===== config.mk =====
export PLATFORM = sky130hd
export DESIGN_NAME = instr_fetch_flat
export DESIGN_NICKNAME = d
export VERILOG_FILES = /design/src/rtl/instr_fetch_if.sv /design/src/rtl/instr_fetch.sv /design/src/flat_wrapper.sv
export SDC_FILE = /design/constraint.sdc
export NUM_CORES = 1
export LEC_CHECK = 0
export BUFFER_PORTS_ARGS = -buffer_cell sky130_fd_sc_hd__buf_2
export CORE_MARGIN = 1.5
export CORE_UTILIZATION = 55
export DETAILED_ROUTE_END_ITERATION = 12
export PLACE_DENSITY_LB_ADDON = 0.3
export SYNTH_ARGS = -nofsm -noshare
export SYNTH_HDL_FRONTEND = slang
export SYNTH_SLANG_ARGS = --single-unit

===== constraint.sdc =====
create_clock -name clk_in -period 4.3 [get_ports clk_in]
set_input_delay 0 -clock clk_in [delete_from_list [all_inputs] [get_ports clk_in]]
set_output_delay 0 -clock clk_in [all_outputs]
set_load 0.01 [all_outputs]

===== src/rtl/instr_fetch_if.sv =====
// Program memory bus between the fetch front end and the 2-cycle icache port.
// Requests and addresses are registered by the consumer; data returns two cycles later.
interface program_memory_bus;
    logic [31:0] addr;
    logic        read_request;
    logic [31:0] instr;
    logic        data_valid;

    modport CONSUMER_A (
        output addr,
        output read_request,
        input  instr,
        input  data_valid
    );

    modport MEMORY (
        input  addr,
        input  read_request,
        output instr,
        output data_valid
    );
endinterface


===== src/rtl/instr_fetch.sv =====
// Fetch front end: sequential fetch into a 2-cycle icache, shadow pipe for
// in-flight requests, output FIFO towards decode, redirect kill/flush.
module instr_fetch #(
    parameter logic [31:0] RESET_PC   = 32'h0000_0000,
    parameter int          FIFO_DEPTH = 4
) (
    input  logic                  clk_in,
    input  logic                  rst_n_in,
    program_memory_bus.CONSUMER_A bus,
    input  logic                  redirect_in,
    input  logic [31:0]           redirect_pc_in,
    output logic                  valid_out,
    input  logic                  ready_in,
    output logic [31:0]           pc_out,
    output logic [31:0]           instr_out
);

    localparam int          PW       = (FIFO_DEPTH > 1) ? $clog2(FIFO_DEPTH) : 1;
    localparam int          CW       = $clog2(FIFO_DEPTH + 1);
    localparam logic [31:0] PC_MASK  = 32'hFFFF_FFFC;
    localparam logic [31:0] START_PC = RESET_PC & PC_MASK;

    logic [31:0]   fetch_pc;
    logic          s0_live;
    logic          s1_live;
    logic          s2_live;
    logic [31:0]   s0_pc;
    logic [31:0]   s1_pc;
    logic [31:0]   s2_pc;

    logic [31:0]   pc_mem    [FIFO_DEPTH];
    logic [31:0]   instr_mem [FIFO_DEPTH];
    logic [PW-1:0] rd_ptr;
    logic [PW-1:0] wr_ptr;
    logic [CW-1:0] count;

    logic          empty;
    logic          pop;
    logic          pop_eff;
    logic          push;
    logic          issue;
    logic [5:0]    total;

    function automatic logic [PW-1:0] ptr_inc(input logic [PW-1:0] p);
        return (p == PW'(FIFO_DEPTH - 1)) ? '0 : p + PW'(1);
    endfunction

    assign empty   = (count == '0);
    assign pop     = !empty && ready_in;
    assign pop_eff = pop && !redirect_in;
    assign push    = bus.data_valid && s2_live && !redirect_in;

    // Counting every live slot reserves a FIFO entry for each fetch in flight.
    assign total = 6'(count) - 6'(pop)
                 + 6'(s0_live) + 6'(s1_live) + 6'(s2_live);
    assign issue = !redirect_in && (total < 6'(FIFO_DEPTH));

    always_ff @(posedge clk_in or negedge rst_n_in) begin
        if (!rst_n_in) begin
            fetch_pc         <= START_PC;
            bus.read_request <= 1'b0;
            bus.addr         <= START_PC;
            s0_live          <= 1'b0;
            s1_live          <= 1'b0;
            s2_live          <= 1'b0;
            s0_pc            <= '0;
            s1_pc            <= '0;
            s2_pc            <= '0;
        end else begin
            bus.read_request <= issue;
            s0_live          <= issue;
            s1_live          <= s0_live && !redirect_in;
            s2_live          <= s1_live && !redirect_in;
            s1_pc            <= s0_pc;
            s2_pc            <= s1_pc;
            if (redirect_in) begin
                fetch_pc <= redirect_pc_in & PC_MASK;
            end else if (issue) begin
                bus.addr <= fetch_pc;
                s0_pc    <= fetch_pc;
                fetch_pc <= fetch_pc + 32'd4;
            end
        end
    end

    always_ff @(posedge clk_in or negedge rst_n_in) begin
        if (!rst_n_in) begin
            rd_ptr <= '0;
            wr_ptr <= '0;
            count  <= '0;
        end else if (redirect_in) begin
            rd_ptr <= '0;
            wr_ptr <= '0;
            count  <= '0;
        end else begin
            if (push) begin
                wr_ptr <= ptr_inc(wr_ptr);
            end
            if (pop_eff) begin
                rd_ptr <= ptr_inc(rd_ptr);
            end
            count <= count + CW'(push) - CW'(pop_eff);
        end
    end

    always_ff @(posedge clk_in) begin
        if (push) begin
            pc_mem[wr_ptr]    <= s2_pc;
            instr_mem[wr_ptr] <= bus.instr;
        end
    end

    // Outputs read zero when empty so no stale entry is ever visible.
    assign valid_out = !empty;
    assign pc_out    = empty ? '0 : pc_mem[rd_ptr];
    assign instr_out = empty ? '0 : instr_mem[rd_ptr];

endmodule


===== src/flat_wrapper.sv =====
// flat-port wrapper written by rule: the top's interface ports become plain ports
module instr_fetch_flat 
#(
    parameter logic [31:0] RESET_PC   = 32'h0000_0000,
    parameter int          FIFO_DEPTH = 4
)
  (clk_in, rst_n_in, redirect_in, redirect_pc_in, valid_out, ready_in, pc_out, instr_out, bus_addr, bus_read_request, bus_instr, bus_data_valid);
  program_memory_bus bus_i ();
  input  logic clk_in;
  input  logic rst_n_in;
  input  logic redirect_in;
  input  logic [31:0] redirect_pc_in;
  output logic valid_out;
  input  logic ready_in;
  output logic [31:0] pc_out;
  output logic [31:0] instr_out;
  output wire logic [$bits(bus_i.addr)-1:0] bus_addr;
  output wire logic [$bits(bus_i.read_request)-1:0] bus_read_request;
  input wire logic [$bits(bus_i.instr)-1:0] bus_instr;
  input wire logic [$bits(bus_i.data_valid)-1:0] bus_data_valid;
  assign bus_addr = bus_i.addr;
  assign bus_read_request = bus_i.read_request;
  assign bus_i.instr = bus_instr;
  assign bus_i.data_valid = bus_data_valid;
  instr_fetch #(.RESET_PC(RESET_PC), .FIFO_DEPTH(FIFO_DEPTH)) u_core (.clk_in(clk_in), .rst_n_in(rst_n_in), .bus(bus_i), .redirect_in(redirect_in), .redirect_pc_in(redirect_pc_in), .valid_out(valid_out), .ready_in(ready_in), .pc_out(pc_out), .instr_out(instr_out));
endmodule

==> results.tsv <==
stage	metric	value	unit
placement	placed cells	1246	
clock_tree	CTS Buf Count	38	
sta	Worst Tran Pin Value	1.045	ns
sta	Achievable Freq	0.2565	GHz
die	Die Area	0.02742	mm^2
synthesis	Ys Warns	0	
clock_tree	Post-CTS Setup Bufs	0	
finish	share of cells above drive strength 1	33.49	%
clock_tree	TritonCTS Sinks	378	
placement	Post-DP Area	0.01568	mm^2
sta	relative slew slack	30.33	%
clock_tree	CTS tree	built	
detailed_routing	final wirelength	26.80	mm
worst_setup_path	worst-path fanout max	28	
sta	Hold Worst Slack	0.1164	ns
sta	fin crit share	90.66	%
finish	footprint of the multi-input gates	0.003621	mm^2
power	leak pwr	6.635	nW
detailed_routing	1st-iter DRT viols	666	
worst_setup_path	critical path class	reg2reg	
power	Overall Power	10.22	mW
clock_tree	Worst-Skew Late Latency	0.52	ns
sta	Final Skew	0.01592	ns
placement	GPL Wtd Cong	0.8268	
run	total of max-cap violations	0	
grt	first-pass GRT wire length	42.07	mm
finish	commonest non-fill, non-tap cell in the layout	edfxtp_1	
sta	Slew Limit Fails	0	
clock_tree	Max Buffers Root-to-Sink	3	
grt	grt ovf	0	
worst_setup_path	CP max stage delay	0.48	ns
detailed_routing	Final ANT Viol Nets	0	
power	Cell Pwr Density	580.1	mW/mm^2
placement	number of port buffers	160	
die	Core Area	0.02598	mm^2
die	row count	59	
synthesis	post-synthesis async set-or-reset flop share	34.39	%
grt	largest net degree at the start of global routing	84	
worst_setup_path	Critical Path RT	4.71	ns
worst_setup_path	CP max-delay cell	or3_2	
finish	final instance area	0.01762	mm^2
detailed_routing	routed vias/inst	5.401	
die	DIE WIDTH	165.6	um
synthesis	sequential area share after synthesis	73.60	%
placement	hpwl dp	15.27	mm
grt	vias in the first global route	7788	
worst_setup_path	nature of the critical path endpoint	flop	
detailed_routing	Routed wire per std cell	19.38	um
worst_setup_path	Buf/Inv on CP	3	
grt	Total GRT Usage	20.42	%
clock_tree	CTS H-tree lvls	2	
worst_setup_path	critical path, cell by cell	or3_2 -> nand2_1 -> inv_1 -> ha_1 -> fa_1 -> inv_1 -> ha_1 -> and3b_1 -> a2111o_1 -> buf_4 -> a2111oi_2 -> xor2_1 -> mux2_2	
finish	register area	0.01071	mm^2
power	Max VDD drop	0.0004300	V
finish	antenna cells	0	
synthesis	synthesized area	0.01454	mm^2
synthesis	synth unique cells	41	
worst_setup_path	CP arrival	4.31	ns
die	Starting Density	55.95	%
sta	setup TNS	0	ns
sta	fin crit period	3.898	ns
sta	RSZ-0062 raised after global routing	no	
detailed_routing	DRC viols	0	
synthesis	synthesized instance count	781	
finish	fin nets	1101	
clock_tree	Reg clk slew, reported paths	0.06	ns
worst_hold_path	Worst Hold Class	in2async	
clock_tree	Root Buffer	clkbuf_16	
synthesis	#FFs+latches synth	378	
finish	area growth from synthesis to layout	21.21	%
worst_setup_path	crit-path leading delay family	adder cells	
sta	Hold Fails Final Rpt	0	
die	height of the die	165.6	um
finish	post-route insts no fill	1383	
finish	commonest cells after routing, fill and taps aside	edfxtp_1, buf_2, dfrtp_1	
worst_setup_path	nature of the critical path startpoint	flop	
die	Top Ports	167	
detailed_routing	via count	7470	
synthesis	syn_area_per_cell	18.61	um^2
detailed_routing	drt pass-1 iters	5	
grt	initial antenna violation count	0	
finish	Filler cells	1776	
sta	Setup Viol. Count Final	0	
outcome	status	finished clean	
synthesis	Synth Flop Type	edfxtp_1	
synthesis	Post-synth EDFFs	248	
-- per-layer routing --
| metal | share of wire [%] | vias up | GRT usage [%] |
|---|---|---|---|
| met5 | 0 | - | 0 |
| met1 | 43 | 3778 | 28.56 |
| li1 | - | 3443 | - |
| met4 | 1.3 | 0 | 4.870 |
| met2 | 50 | 216 | 33.45 |
| met3 | 6.0 | 33 | 3.996 |
-- power breakdown --
part           leakage, nW  total, mW  internal [mW]  switching, mW
Sequential            3.80       5.04           4.56          0.483
Clock                0.617       3.30           2.01           1.29
Combinational         2.22       1.88          0.934          0.947
Total                 6.63       10.2           7.50           2.72
-- registers in the layout, indices dropped and copies added (netlist names), 2 cells and up --
| signal | count |
|---|---|
| u_core.s1_pc | 30 |
| u_core.count | 3 |
| u_core.s2_pc | 30 |
| u_core.wr_ptr | 2 |
| u_core.bus.addr | 30 |
| u_core.pc_mem | 120 |
| u_core.fetch_pc | 30 |
| u_core.instr_mem | 128 |
| u_core.rd_ptr | 2 |
-- worst register-to-register path, cell delays in order (launching register included) --
cell and delay, ns:
dfrtp_1 0.38, or3_2 0.48, nand2_1 0.17, inv_1 0.09, ha_1 0.30, fa_1 0.37, inv_1 0.06, ha_1 0.21
and3b_1 0.22, a2111o_1 0.41, buf_4 0.28, a2111oi_2 0.43, xor2_1 0.12, mux2_2 0.27
-- cell usage after synthesis, drive strengths merged, types with 13 or more instances --
cell      n  area share [%]
buf      21            0.89
mux4     62             9.6
xnor2    18             1.1
o21ai    17            0.59
inv      14            0.36
dfrtp   130              22
nand3    13            0.45
mux2     41             3.2
a21oi    14            0.48
edfxtp  248              51
clkbuf   23            0.59
and2     67             2.9
nand2    30            0.77
-- path summary, 6_finish.rpt --
path                             startpoint                      end  slack [ns]  cells after the start
max reg2reg                 u_core.count[1]      u_core.fetch_pc[29]        0.40                     13
max                         u_core.count[1]      u_core.fetch_pc[29]        0.40                     13
min reg2reg                u_core.s1_pc[16]         u_core.s2_pc[16]        0.35                      0
min in group clk_in           bus_instr[30]  u_core.instr_mem[2][30]        0.23                      2
max in group asynchronous          rst_n_in         u_core.rd_ptr[0]        3.20                      3
min                                rst_n_in      u_core.bus.addr[19]        0.12                      3
-- metrics by stage --
stage | setup slack (ns) | util, %
floorplan | 0.7649 | -
global placement | 0.4881 | 60.36
global route | 0.1461 | 67.81
finish | 0.4016 | 67.81
CTS | 0.3999 | 67.81
detailed placement | 0.4130 | 60.36
-- what timing repair did --
item / CTS / global route
endpoints found under the hold margin: 295 / 0
resized for setup: 0 / 0
hold buffers: 67 / 0
-- logic make-up (layout without fill, tap and decap cells) --
logic type | Yosys count | in the layout | synth area share [%]
AND/OR/NAND/NOR | 141 | 141 | 5.465
AO/OA/AOI/OAI | 54 | 54 | 3.030
adder cells (fa/ha/maj) | 14 | 14 | 1.308
buffers and inverters | 58 | 322 | 1.842
other | 1 | 4 | 0.02580
multiplexers | 105 | 105 | 12.92
flip-flops | 378 | 378 | 73.60
XOR/XNOR | 30 | 30 | 1.807
-- cell type report --
type,instances,area share [%]
clock buffer,55,6.178
clock inverter,15,1.008
inverter,14,0.2982
multi-input combinational,348,20.55
sequential,378,60.75
tap,335,2.379
timing repair buffer,238,8.833
No activity file was read; power rests on OpenSTA's default activity.
